===== src/rtl/pipe_ctrl_pkg.sv =====
// Shared encodings for the pipeline sequencing controller: RV32 opcodes,
// forwarding-select codes, FSM states and the source-use decode.
package pipe_ctrl_pkg;

    localparam logic [6:0] OP_LUI    = 7'b0110111;
    localparam logic [6:0] OP_AUIPC  = 7'b0010111;
    localparam logic [6:0] OP_JAL    = 7'b1101111;
    localparam logic [6:0] OP_JALR   = 7'b1100111;
    localparam logic [6:0] OP_BRANCH = 7'b1100011;
    localparam logic [6:0] OP_LOAD   = 7'b0000011;
    localparam logic [6:0] OP_STORE  = 7'b0100011;
    localparam logic [6:0] OP_IMM    = 7'b0010011;
    localparam logic [6:0] OP_OP     = 7'b0110011;

    typedef logic [1:0] fwd_sel_t;
    localparam fwd_sel_t FWD_RF  = 2'b00;
    localparam fwd_sel_t FWD_ACC = 2'b01;
    localparam fwd_sel_t FWD_WB  = 2'b10;

    typedef enum logic [1:0] {
        ST_RUN     = 2'b00,
        ST_LDSTALL = 2'b01,
        ST_MEMWAIT = 2'b10
    } state_t;

    typedef struct packed {
        logic rs1;
        logic rs2;
    } src_use_t;

    // LUI/AUIPC/JAL and unknown opcodes read no registers.
    function automatic src_use_t src_use(input logic [6:0] opcode);
        src_use_t u;
        u = '0;
        case (opcode)
            OP_JALR, OP_LOAD, OP_IMM: u.rs1 = 1'b1;
            OP_BRANCH, OP_STORE, OP_OP: begin
                u.rs1 = 1'b1;
                u.rs2 = 1'b1;
            end
            default: u = '0;
        endcase
        return u;
    endfunction

endpackage


===== src/rtl/pipe_hazard_detect.sv =====
// Combinational RAW detection: decodes which sources the decode instruction
// reads and compares them against in-flight writers. Mode set by PIPE_HAZARD_FWD_EN.
module pipe_hazard_detect
    import pipe_ctrl_pkg::*;
#(
    parameter int REG_AW = 5
) (
    input  logic [31:0]       instr_de,
    input  logic              de_valid,
    input  logic [REG_AW-1:0] exe_rd,
    input  logic [REG_AW-1:0] acc_rd,
    input  logic [REG_AW-1:0] wb_rd,
    input  logic              exe_wb,
    input  logic              acc_wb,
    input  logic              wb_wb,
    input  logic              exe_is_load,
    output logic              hazard,
    output fwd_sel_t          fwd_a_nxt,
    output fwd_sel_t          fwd_b_nxt
);

    logic [REG_AW-1:0] rs1;
    logic [REG_AW-1:0] rs2;
    src_use_t          use_de;
    logic              a_exe, a_acc, a_wb;
    logic              b_exe, b_acc, b_wb;
    logic              unused_instr;

    assign rs1    = REG_AW'(instr_de[19:15]);
    assign rs2    = REG_AW'(instr_de[24:20]);
    assign use_de = de_valid ? src_use(instr_de[6:0]) : '0;

    assign unused_instr = ^{instr_de[31:25], instr_de[14:7]};

    // x0 is hard-wired zero, so a write to it never creates a dependency.
    function automatic logic hit(input logic used, input logic [REG_AW-1:0] rs,
                                 input logic [REG_AW-1:0] rd, input logic wr);
        return used && wr && (rs != '0) && (rs == rd);
    endfunction

    assign a_exe = hit(use_de.rs1, rs1, exe_rd, exe_wb);
    assign a_acc = hit(use_de.rs1, rs1, acc_rd, acc_wb);
    assign a_wb  = hit(use_de.rs1, rs1, wb_rd,  wb_wb);
    assign b_exe = hit(use_de.rs2, rs2, exe_rd, exe_wb);
    assign b_acc = hit(use_de.rs2, rs2, acc_rd, acc_wb);
    assign b_wb  = hit(use_de.rs2, rs2, wb_rd,  wb_wb);

`ifdef PIPE_HAZARD_FWD_EN
    logic unused_wb;
    assign unused_wb = a_wb | b_wb;

    // Only a load in EXE cannot be bypassed; its data appears one stage later.
    assign hazard    = exe_is_load && (a_exe || b_exe);
    // Selects are captured now but used next cycle, when EXE has moved to ACC
    // and ACC has moved to WB.
    assign fwd_a_nxt = a_exe ? FWD_ACC : (a_acc ? FWD_WB : FWD_RF);
    assign fwd_b_nxt = b_exe ? FWD_ACC : (b_acc ? FWD_WB : FWD_RF);
`else
    logic unused_load;
    assign unused_load = exe_is_load;

    assign hazard    = a_exe | a_acc | a_wb | b_exe | b_acc | b_wb;
    assign fwd_a_nxt = FWD_RF;
    assign fwd_b_nxt = FWD_RF;
`endif

endmodule


===== src/rtl/pipe_hazard_ctrl.sv =====
// Pipeline sequencing controller: stall/flush generation, registered forward
// selects and stall-cycle counter. Bypassing enabled by PIPE_HAZARD_FWD_EN.
module pipe_hazard_ctrl
    import pipe_ctrl_pkg::*;
#(
    parameter int CNT_W  = 16,
    parameter int REG_AW = 5
) (
    input  logic              clk,
    input  logic              rst,
    input  logic [31:0]       instr_de,
    input  logic              de_valid,
    input  logic [REG_AW-1:0] exe_rd,
    input  logic [REG_AW-1:0] acc_rd,
    input  logic [REG_AW-1:0] wb_rd,
    input  logic              exe_wb,
    input  logic              acc_wb,
    input  logic              wb_wb,
    input  logic              exe_is_load,
    input  logic              br_taken_exe,
    input  logic              dmem_req,
    input  logic              dmem_ack,
    output logic              stall_if,
    output logic              stall_de,
    output logic              flush_de,
    output logic              flush_exe,
    output logic [1:0]        fwd_a_sel,
    output logic [1:0]        fwd_b_sel,
    output logic [CNT_W-1:0]  stall_cnt
);

`ifdef PIPE_HAZARD_FWD_EN
    localparam bit FWD_EN = 1'b1;
`else
    localparam bit FWD_EN = 1'b0;
`endif

    state_t   state;
    logic     hazard;
    fwd_sel_t fwd_a_nxt;
    fwd_sel_t fwd_b_nxt;
    logic     freeze;
    logic     do_flush;
    logic     do_stall;

    pipe_hazard_detect #(.REG_AW(REG_AW)) u_detect (
        .instr_de    (instr_de),
        .de_valid    (de_valid),
        .exe_rd      (exe_rd),
        .acc_rd      (acc_rd),
        .wb_rd       (wb_rd),
        .exe_wb      (exe_wb),
        .acc_wb      (acc_wb),
        .wb_wb       (wb_wb),
        .exe_is_load (exe_is_load),
        .hazard      (hazard),
        .fwd_a_nxt   (fwd_a_nxt),
        .fwd_b_nxt   (fwd_b_nxt)
    );

    // Priority: memory freeze, then taken branch, then data hazard. The ack
    // cycle is a normal cycle, so a branch held through the freeze acts there.
    always_comb begin
        freeze   = !dmem_ack && (dmem_req || (state == ST_MEMWAIT));
        do_flush = !freeze && br_taken_exe;
        do_stall = !freeze && !br_taken_exe && hazard && (state != ST_LDSTALL);
    end

    // Outputs are gated by rst so they take reset values in the same cycle.
    assign stall_if  = !rst && (freeze || do_stall);
    assign stall_de  = !rst && (freeze || do_stall);
    assign flush_de  = !rst && do_flush;
    assign flush_exe = !rst && (do_flush || do_stall);

    // NOTE: sequential state uses non-blocking assignments so every register
    // samples pre-edge values regardless of statement order.
    always_ff @(posedge clk or posedge rst) begin
        if (rst) begin
            state <= ST_RUN;
        end else if (freeze) begin
            state <= ST_MEMWAIT;
        end else if (do_stall && FWD_EN) begin
            state <= ST_LDSTALL;
        end else begin
            state <= ST_RUN;
        end
    end

    // A bubble entering EXE clears the selects; a freeze holds them.
    always_ff @(posedge clk or posedge rst) begin
        if (rst) begin
            fwd_a_sel <= FWD_RF;
            fwd_b_sel <= FWD_RF;
        end else if (flush_exe) begin
            fwd_a_sel <= FWD_RF;
            fwd_b_sel <= FWD_RF;
        end else if (!stall_de) begin
            fwd_a_sel <= fwd_a_nxt;
            fwd_b_sel <= fwd_b_nxt;
        end
    end

    always_ff @(posedge clk or posedge rst) begin
        if (rst) begin
            stall_cnt <= '0;
        end else if (stall_if && (stall_cnt != '1)) begin
            stall_cnt <= stall_cnt + CNT_W'(1);
        end
    end

endmodule


===== config.mk =====
export PLATFORM = sky130hd
export DESIGN_NAME = pipe_hazard_ctrl
export DESIGN_NICKNAME = d
export VERILOG_FILES = /design/src/rtl/pipe_ctrl_pkg.sv /design/src/rtl/pipe_hazard_detect.sv /design/src/rtl/pipe_hazard_ctrl.sv
export SDC_FILE = /design/constraint.sdc
export NUM_CORES = 1
export LEC_CHECK = 0
export CAP_MARGIN = 20
export CORE_ASPECT_RATIO = 0.6
export CORE_MARGIN = 8
export CORE_UTILIZATION = 38
export DETAILED_ROUTE_END_ITERATION = 6
export PLACE_DENSITY = 0.87
export RECOVER_POWER = 100
export SLEW_MARGIN = 20
export SYNTH_ARGS = -nofsm -noshare
export SYNTH_HDL_FRONTEND = slang
export SYNTH_SLANG_ARGS = --single-unit

===== constraint.sdc =====
create_clock -name clk -period 2.6 [get_ports clk]
set_input_delay 0.39 -clock clk [delete_from_list [all_inputs] [get_ports clk]]
set_output_delay 0.39 -clock clk [all_outputs]
set_load 0.02 [all_outputs]

Word level (Yosys, flattened, before mapping)
Index checks and enable logic that the tools add are counted.
- bits in registers: 20
- word-level logic and storage cells: 69
- reduce and logical (&&, ||, !) cells: 38
- mux-type cells: 6
- eq/ne operators: 16
- bitwise logic cells: 5
- add/subtract/negate cells: 1
- operator list (kind ; number):
    $eq 5x5->1 ; 6
    $logic_and 1x1->1 ; 27
    $add 16x1->16 const B ; 1
    $ne 16x16->1 const B ; 1
    $eq 7x6->1 const B ; 2
    $eq 7x7->1 const B ; 2
    $reduce_bool 5->1 ; 2
    $mux 2 ; 4
    $eq 7x2->1 const B ; 1
    $eq 7x5->1 const B ; 1
    $reduce_or 6->1 ; 1
    $or 1x1->1 ; 5
    $logic_not 1->1 ; 4
    $ne 2x1->1 const B ; 2
    $logic_or 1x1->1 ; 3
    $reduce_or 3->1 ; 1
    $eq 2x2->1 const B ; 1
    $mux 1 ; 2

Logic depth before layout (Yosys ltp)
Gate-level depths: netlist of the first run.
- depth in word-level cells: 18
- mapped depth: 8
- depth with buffers taken out: 7

Hierarchy
From an unflattened synthesis of the first run, not the netlist that was laid out.
- cells, all modules: 161
- area, all modules: 1527.7 um2
- modules (own cells, without submodules) (module ; cells an instance ; times used ; seq. area each (um2) ; area each (um2)):
    pipe_hazard_ctrl ; 101 ; 1 ; 525.5 ; 1083.5
    pipe_hazard_detect ; 60 ; 1 ; 0.0 ; 444.2

Worst setup path after synthesis of the first run
Ideal clock, no wire load.
- path type: input port to output port
- start: input instr_de[15]
- end: output stall_if
- path slack: 289 ps
- stages: 8
- arrival time: 1921 ps
- data required time: 2210 ps
- path through: or4_1 -> o22ai_2 -> nor3_2 -> o31ai_4 -> o211ai_4 -> buf_6 -> and2_1 -> buf_4
- longest elaborated chain between the ends: 12
- elaborated cells between the ends (all ways): 19
- classes of those cells: eq/ne (3); bitwise (5); reduce/logical (11)
- ends and longest elaborated chain (element ; line ; text):
    start: declaration ; pipe_hazard_ctrl.sv:11 ; input logic [31:0] instr_de,
    $reduce_bool 5->1 ; pipe_hazard_detect.sv:38 ; return used && wr && (rs != '0) && (rs == rd);
    $logic_and 1x1->1 (2 in a row) ; pipe_hazard_detect.sv:38 ;
    $or 1x1->1 ; pipe_hazard_detect.sv:62 ; assign hazard = a_exe | a_acc | a_wb | b_exe | b_acc | b_wb;
    $or 1x1->1 (*) (4 in a row) ; pipe_hazard_detect.sv:62 ;
    $logic_and 1x1->1 (*) (2 in a row) ; pipe_hazard_ctrl.sv:66 ; do_stall = !freeze && !br_taken_exe && hazard && (state != ST_LDSTALL);
    $logic_or 1x1->1 (*) ; - ;
    $logic_and 1x1->1 (*) ; - ;
    end: declaration ; pipe_hazard_ctrl.sv:23 ; output logic stall_if,
Every way passes the cells marked *; elsewhere a longest branch is shown, timed or not.

Worst setup path after layout of the first run
- start: input instr_de[20]
- end: output stall_de
- longest elaborated chain between the ends: 10
- elaborated cells between the ends (all ways): 17
- classes of those cells: eq/ne (3); bitwise (3); reduce/logical (11)
- ends and longest elaborated chain (element ; line ; text):
    $reduce_bool 5->1 ; pipe_hazard_detect.sv:38 ;
    $logic_and 1x1->1 (2 in a row) ; pipe_hazard_detect.sv:38 ;
    $or 1x1->1 (2 in a row) ; pipe_hazard_detect.sv:62 ;
    $or 1x1->1 (*) ; pipe_hazard_detect.sv:62 ;
    $logic_and 1x1->1 (*) (2 in a row) ; pipe_hazard_ctrl.sv:66 ;
    $logic_or 1x1->1 (*) ; pipe_hazard_ctrl.sv:71 ; assign stall_de = !rst && (freeze || do_stall);
    $logic_and 1x1->1 (*) ; pipe_hazard_ctrl.sv:71 ;
    end: declaration ; pipe_hazard_ctrl.sv:24 ; output logic stall_de,
Marked as above.

==> reports/results.txt, run 1 <==
LEAKAGE = 1.06 nW
Gr ovfl total = 0
Drt initial violations = 112
Post-DR vias/cell = 5.05
Psw = 0.342 mW
WL per Instance = 17.2 um
Design area = 2220 um^2
Max Cap Viol = 0
Pin count of the biggest net entering global routing = 16
Final min period = 2540 ps
Cts hold-fix bufs = 0
Placed cell areas = 2160 um^2
Min-delay worst type = reg -> reg
Most frequent cell after synthesis = xor2_1
Synth cell types = 32
Worst-Margin Slew = 560 ps
Ys Warns = 0
Residual DRC count = 0
Port Buffers = 60
Top post-synthesis cells by area = dfrtp_1 31%, xor2_1 15%, xnor2_1 13%
Sw frac = 0.365
GPL Wtd Cong = 1.01
Fill cells = 308
Yosys top cell area share = 0.307
Leading area contributor after synthesis = dfrtp_1
Share of layout cells above drive strength 1 = 0.170
CP Launch Type = primary input
Period utilisation layout = 0.978
Post-DP HPWL = 4120 um
Fin. Hold Viols = 0
Clock power share = 0.212
EDFF count, synth = 0
Area occupied by multi-input gates = 936 um^2
Pint = 0.594 mW
Worst stage delay on the critical path = 550 ps
Layout area overhead = 60.1%
First-pass detailed-route iteration total = 4
RSZ-0062 raised after global routing = no
Num CTS Buffers = 3
Synth top cells by count = 24 x xor2_1, 20 x xnor2_1, 17 x dfrtp_1, 10 x and3_1, 10 x nand3_1
Die Area = 5890 um^2
Final Max Tran Viols = 0
Vias = 1,395
Initial antenna violation count = 0
H-tree depth = 1
Power per cell area = 423 nW/um^2
Skew final = 4.70 ps
Die Span Y = 62.7 um
Row count = 17
Final worst setup slack = 57.3 ps
Num ports = 81
Share of flip-flops with an asynchronous set or reset = 1.00
Slew HR = 0.627
Share of total power in combinational logic = 0.411
CTS Buffer Depth = 2
Clk_lat worst skew = 250 ps
CTS tree = built
Setup CP Type = in -> out
Synthesized netlist cell count = 148
Setup_tns = 0 ps
Hold Path Origin = stall_cnt[6]
Arr. time, crit path = 2150 ps
Core Util, Final = 0.620
Reg area = 425 um^2
Seq pwr share = 0.376
Initial Util = 0.387
Crit path launch = instr_de[20]
Root Buffer Master = clkbuf_8
CP max FO = 3
Clock-pin slew on the worst setup and hold paths = 70 ps
Syn avg cell area = 9.35 um^2
Final setup viols = 0
Req. time, crit path = 2210 ps
Core area = 3570 um^2
Status = finished clean
Routed Antenna Nets = 0
Layout Nets = 288
Slowest stage cell, crit path = or4_1
Netlist Area Pre-Place = 1380 um^2
Seq cells post-synth = 17
Cells along the critical path = dlygate4sd2_1 -> or4_1 -> nor2_1 -> nor3_1 -> buf_4 -> o31ai_1 -> o211ai_1 -> and2_4 -> buf_4
Most frequent CP cell = buf_4
FMAX = 393 MHz
Final WL = 4750 um
Worst r2r src = stall_cnt[3]
CP Capture Type = output pin
Post-synthesis sequential area ratio = 0.307
Worst vdd ir = 297 uV
Tot GR Track Use = 0.159
Die width = 93.9 um
Ant diodes = 0
Pre-CTS WS = -574 ps
CTS sink count = 17
Main flop type after synthesis = dfrtp_1
Vias in the first global route = 1,435
Global-route wire length before repair = 7510 um
## stage by stage
stage / hold WS [ps] / std cells / power, mW
2_1_floorplan: 335 / 151 / 0.546
3_3_place_gp: 486 / 272 / 0.756
3_5_place_dp: 511 / 272 / 0.772
4_1_cts: 523 / 276 / 0.969
5_1_grt: 539 / 276 / 0.986
6_report: 512 / 276 / 0.936
## sequential cells by signal, summed over array words and instances (netlist names)
name / cells
stall_cnt: 16
state: 1
## worst paths after layout
kind                                       to  slack [ps]  depth (start not counted)
worst min register to register   stall_cnt[6]         510                          1
worst max-delay path                 stall_de          60                          9
min in group asynchronous       stall_cnt[12]         880                          3
worst min-delay path             stall_cnt[6]         510                          1
max in group asynchronous        stall_cnt[2]        1290                          3
worst max register to register   stall_cnt[1]         440                          7
## worst max-delay path, delay by kind of cell
family,cells,cell delay [ps]
and+or+nand+nor,4,920
buffers and inverters,3,570
AOI/OAI and AO/OA,2,280
## placed cells by master (no fill, tap or decap), types with 2 or more instances in the layout
master,synthesis,routed
xor2_1,24,21
xnor2_1,20,20
dlygate4sd3_1,0,19
buf_4,5,19
dfrtp_1,17,17
clkdlybuf4s50_1,0,14
dlygate4sd2_1,0,12
and3_1,10,10
nand3_1,10,10
dlymetal6s2s_1,0,10
nor2_1,9,9
nand2_1,7,7
nand4_1,7,7
nor3_1,5,5
nor4_1,6,4
conb_1,1,4
xor2_2,0,3
nor3_2,3,3
inv_1,3,3
clkbuf_8,0,3
nor4_2,0,2
o31ai_1,1,2
mux2_1,1,2
nor3b_1,2,2
clkbuf_1,0,2
## cell type report
| cell class | instances | share of cell area |
|---|---|---|
| inverters | 3 | 0.00508 |
| multi-input cells | 125 | 0.422 |
| well taps | 47 | 0.0265 |
| clock buffers | 3 | 0.0186 |
| repair buffers | 80 | 0.333 |
| clock inverters | 1 | 0.00226 |
| flip-flops and latches | 17 | 0.192 |
## cell families after synthesis
family | count (synthesis) | synth area share
simple gates | 69 | 0.286
xor+xnor | 44 | 0.278
flops | 17 | 0.307
buf+inv | 9 | 0.0434
compound gates | 5 | 0.0542
mux | 2 | 0.0190
fa+ha+maj | 1 | 0.00904
other cells | 1 | 0.00271
## timing repair
item                       CTS  global route
setup endpoints to repair    3             3
setup buffers                0             0
pin swaps                    7            15
gates resized for setup     33            18
## power groups by stage
stage / Clock, mW / Sequential (mW) / Combinational, mW
floorplan: 0 / 0.395 / 0.151
global placement: 0 / 0.356 / 0.400
detailed placement: 0 / 0.360 / 0.413
CTS: 0.202 / 0.356 / 0.412
global route: 0.214 / 0.362 / 0.410
finish: 0.199 / 0.353 / 0.385
## per-layer routing
layer  wire [um]  part of all wire  GRT usage  up-vias
met2        2160              0.45      0.228       55
met3         304             0.064     0.0288        4
li1            -                 -          -      674
met5           0                 0          0        -
met1        2230              0.47      0.235      662
met4          47            0.0099     0.0354        0
No activity file was read; power rests on OpenSTA's default activity.
==> run 2, diff against run 1 <==
--- a/config.mk
+++ b/config.mk
@@ -8,9 +8,9 @@
 export CAP_MARGIN = 20
 export CORE_ASPECT_RATIO = 0.6
 export CORE_MARGIN = 8
-export CORE_UTILIZATION = 38
+export CORE_UTILIZATION = 34
 export DETAILED_ROUTE_END_ITERATION = 6
-export PLACE_DENSITY = 0.87
+export PLACE_DENSITY = 0.82
 export RECOVER_POWER = 100
 export SLEW_MARGIN = 20
 export SYNTH_ARGS = -nofsm -noshare
==> constraint.sdc (replaced) <==
create_clock -name clk -period 2.2 [get_ports clk]
set_input_delay 0.33 -clock clk [delete_from_list [all_inputs] [get_ports clk]]
set_output_delay 0.33 -clock clk [all_outputs]
set_load 0.02 [all_outputs]
==> run 2 against run 1 <==
Setup slack worse by 46 ps; global-route usage is 1.7 points lower; clock power is 17% higher; sequential power is 15% higher; sequential share of layout area is 0.32 points lower; clock-buffer cell count is 1 higher; first-iteration DRC count is 4.5% higher; final area is 1.7% higher; critical path type unchanged; largest cell class unchanged; largest power group unchanged; highest routed layer unchanged.
==> reports/results.txt, run 2 (synthesis results as in run 1) <==
Vias in the first global route = 1,465 (+2.1%)
Share of layout cells above drive strength 1 = 0.309 (+0.139)
Cts hold-fix bufs = 0 (unchanged)
Residual DRC count = 0 (unchanged)
Psw = 0.394 mW (+15%)
Port Buffers = 60 (unchanged)
First-pass detailed-route iteration total = 5 (+1)
Gr ovfl total = 0 (unchanged)
Share of total power in combinational logic = 0.430 (+0.019)
Reg-to-reg critical path endpoint = stall_cnt[1]
Worst r2r src = stall_cnt[4]
Setup CP Type = in -> out
FF-to-FF path depth = 7 (unchanged)
Final setup viols = 0 (unchanged)
Num ports = 81 (unchanged)
Status = finished clean
Worst setup endpoint = stall_de
CP max FO = 2 (-1)
Worst vdd ir = 282 uV (-5.0%)
Die Area = 6430 um^2 (+9.2%)
Total power = 1.12 mW (+20%)
CTS Buffer Depth = 2 (unchanged)
Req. time, crit path = 1870 ps (-340 ps)
Final WL = 4660 um (-1.7%)
H-tree depth = 1 (unchanged)
Initial antenna violation count = 0 (unchanged)
Row count = 18 (+1)
Drt initial violations = 117 (+4.5%)
R2R setup slack = 210 ps (-230 ps)
Initial Util = 0.345 (-0.0421)
Tot GR Track Use = 0.142 (-0.0173)
Skew final = 4.15 ps (-0.549 ps)
Power per cell area = 497 nW/um^2 (+18%)
Reg with most FFs = stall_cnt
CP Launch Type = primary input
Max reg flops = 16 (unchanged)
Seq pwr share = 0.363 (-0.013)
Max Cap Viol = 0 (unchanged)
Layout Nets = 292 (+1.4%)
Crit path launch = exe_wb
GPL Wtd Cong = 0.956 (-5.0%)
Clk_lat worst skew = 250 ps (about the same)
Layout area overhead = 62.8%
CTS sink count = 17 (unchanged)
WL per Instance = 16.5 um (-4.2%)
Vias = 1,430 (+2.5%)
Routed Antenna Nets = 0 (unchanged)
Final min period = 2190 ps
Clock-pin slew on the worst setup and hold paths = 70 ps (about the same)
LEAKAGE = 1.06 nW (-0.60%)
Biggest regs = stall_cnt x16, state x1
Arr. time, crit path = 1860 ps (-290 ps)
Clock power share = 0.207 (-0.005)
Fin Hold WS = 483 ps (-28.6 ps)
Post-DR vias/cell = 5.05 (about the same)
Die width = 98.4 um (+4.7%)
Die Span Y = 65.4 um (+4.3%)
Commonest cells after routing, fill and taps aside = 24 x xor2_1, 23 x buf_4, 20 x xnor2_1, 17 x dlygate4sd3_1, 17 x dfrtp_1
Sw frac = 0.352 (-0.0137)
Global-route wire length before repair = 7400 um (-1.5%)
CP Capture Type = output pin
CTS tree = built
Root Buffer Master = clkbuf_8
Ant diodes = 0 (unchanged)
FMAX = 457 MHz
Final Max Tran Viols = 0 (unchanged)
Core area = 4010 um^2 (+12%)
Post-DP HPWL = 3780 um (-8.1%)
Num CTS Buffers = 3 (unchanged)
Most common cell after layout, fill and taps aside = xor2_1
Fin. Hold Viols = 0 (unchanged)
Pint = 0.726 mW (+22%)
Pin count of the biggest net entering global routing = 17 (+1)
Min-delay worst type = in -> async
Period utilisation layout = 0.995
-- run 2: cell types whose count changed in the layout (fill, tap and decap cells not counted), sizes merged, moves of 2 or more --
cell           before  now
buf                20   35
clkdlybuf4s50      14    7
dlymetal6s2s       10    6
clkbuf              7   18
dlygate4sd3        19   17
dlygate4sd2        12    3
-- run 2: layer usage --
| layer | part of all wire | track usage | vias to the layer above |
|---|---|---|---|
| met5 | 0 | 0 | - |
| met3 | 0.078 | 0.0464 | 6 |
| met1 | 0.47 | 0.199 | 674 |
| met4 | 0.015 | 0.0266 | 0 |
| met2 | 0.44 | 0.206 | 66 |
| li1 | - | - | 684 |
-- run 2: final cells by class --
type | instances | area (um^2)
inverter | 3 | 11.3
timing repair buffer | 84 | 717
multi-input combinational | 125 | 992
sequential | 17 | 425
tap | 50 | 62.6
clock buffer | 4 | 45.0
fill | 363 | 1760
-- run 2: stage by stage --
stage | utilization | area (um^2) | setup TNS [ps] | cells | setup WS, ps
3_5_place_dp | 0.541 | 2170 | -7650 | 276 | -874
6_report | 0.562 | 2250 | 0 | 283 | 11.2
3_3_place_gp | 0.541 | 2170 | -6340 | 276 | -797
5_1_grt | 0.562 | 2250 | -212 | 283 | -80.6
2_1_floorplan | - | 1400 | 0 | 151 | 8.78
4_1_cts | 0.555 | 2230 | -83.3 | 285 | -57.9
-- run 2: worst min path at each step --
stage                             from      endpoint  cells past startpoint  slack [ps]
after floorplan                    rst  stall_cnt[0]                      1         270
after global placement    stall_cnt[7]  stall_cnt[7]                      1         490
after detailed placement  stall_cnt[7]  stall_cnt[7]                      1         500
after CTS                          rst      state[1]                      2         360
after global routing               rst      state[1]                      2         500
final                              rst      state[1]                      2         480
-- run 2: what timing repair did --
action / CTS / global route
pin swaps: 22 / 24
setup buffers: 5 / 1
resized for setup: 83 / 61
endpoints found under the setup margin: 18 / 7
-- run 2: power by group through the flow --
stage | sequential [mW] | combinational (mW) | clock, mW
floorplan | 0.467 | 0.179 | 0
global placement | 0.412 | 0.490 | 0
detailed placement | 0.415 | 0.497 | 0
CTS | 0.410 | 0.492 | 0.234
global route | 0.417 | 0.521 | 0.251
finish | 0.407 | 0.481 | 0.232
-- run 2: worst max-delay path: stages --
cell and delay, ps:
clkdlybuf4s50_1 430, and3_1 190, buf_4 140, buf_4 130, o31ai_4 220, o211ai_4 120
and2_4 180, buf_6 130
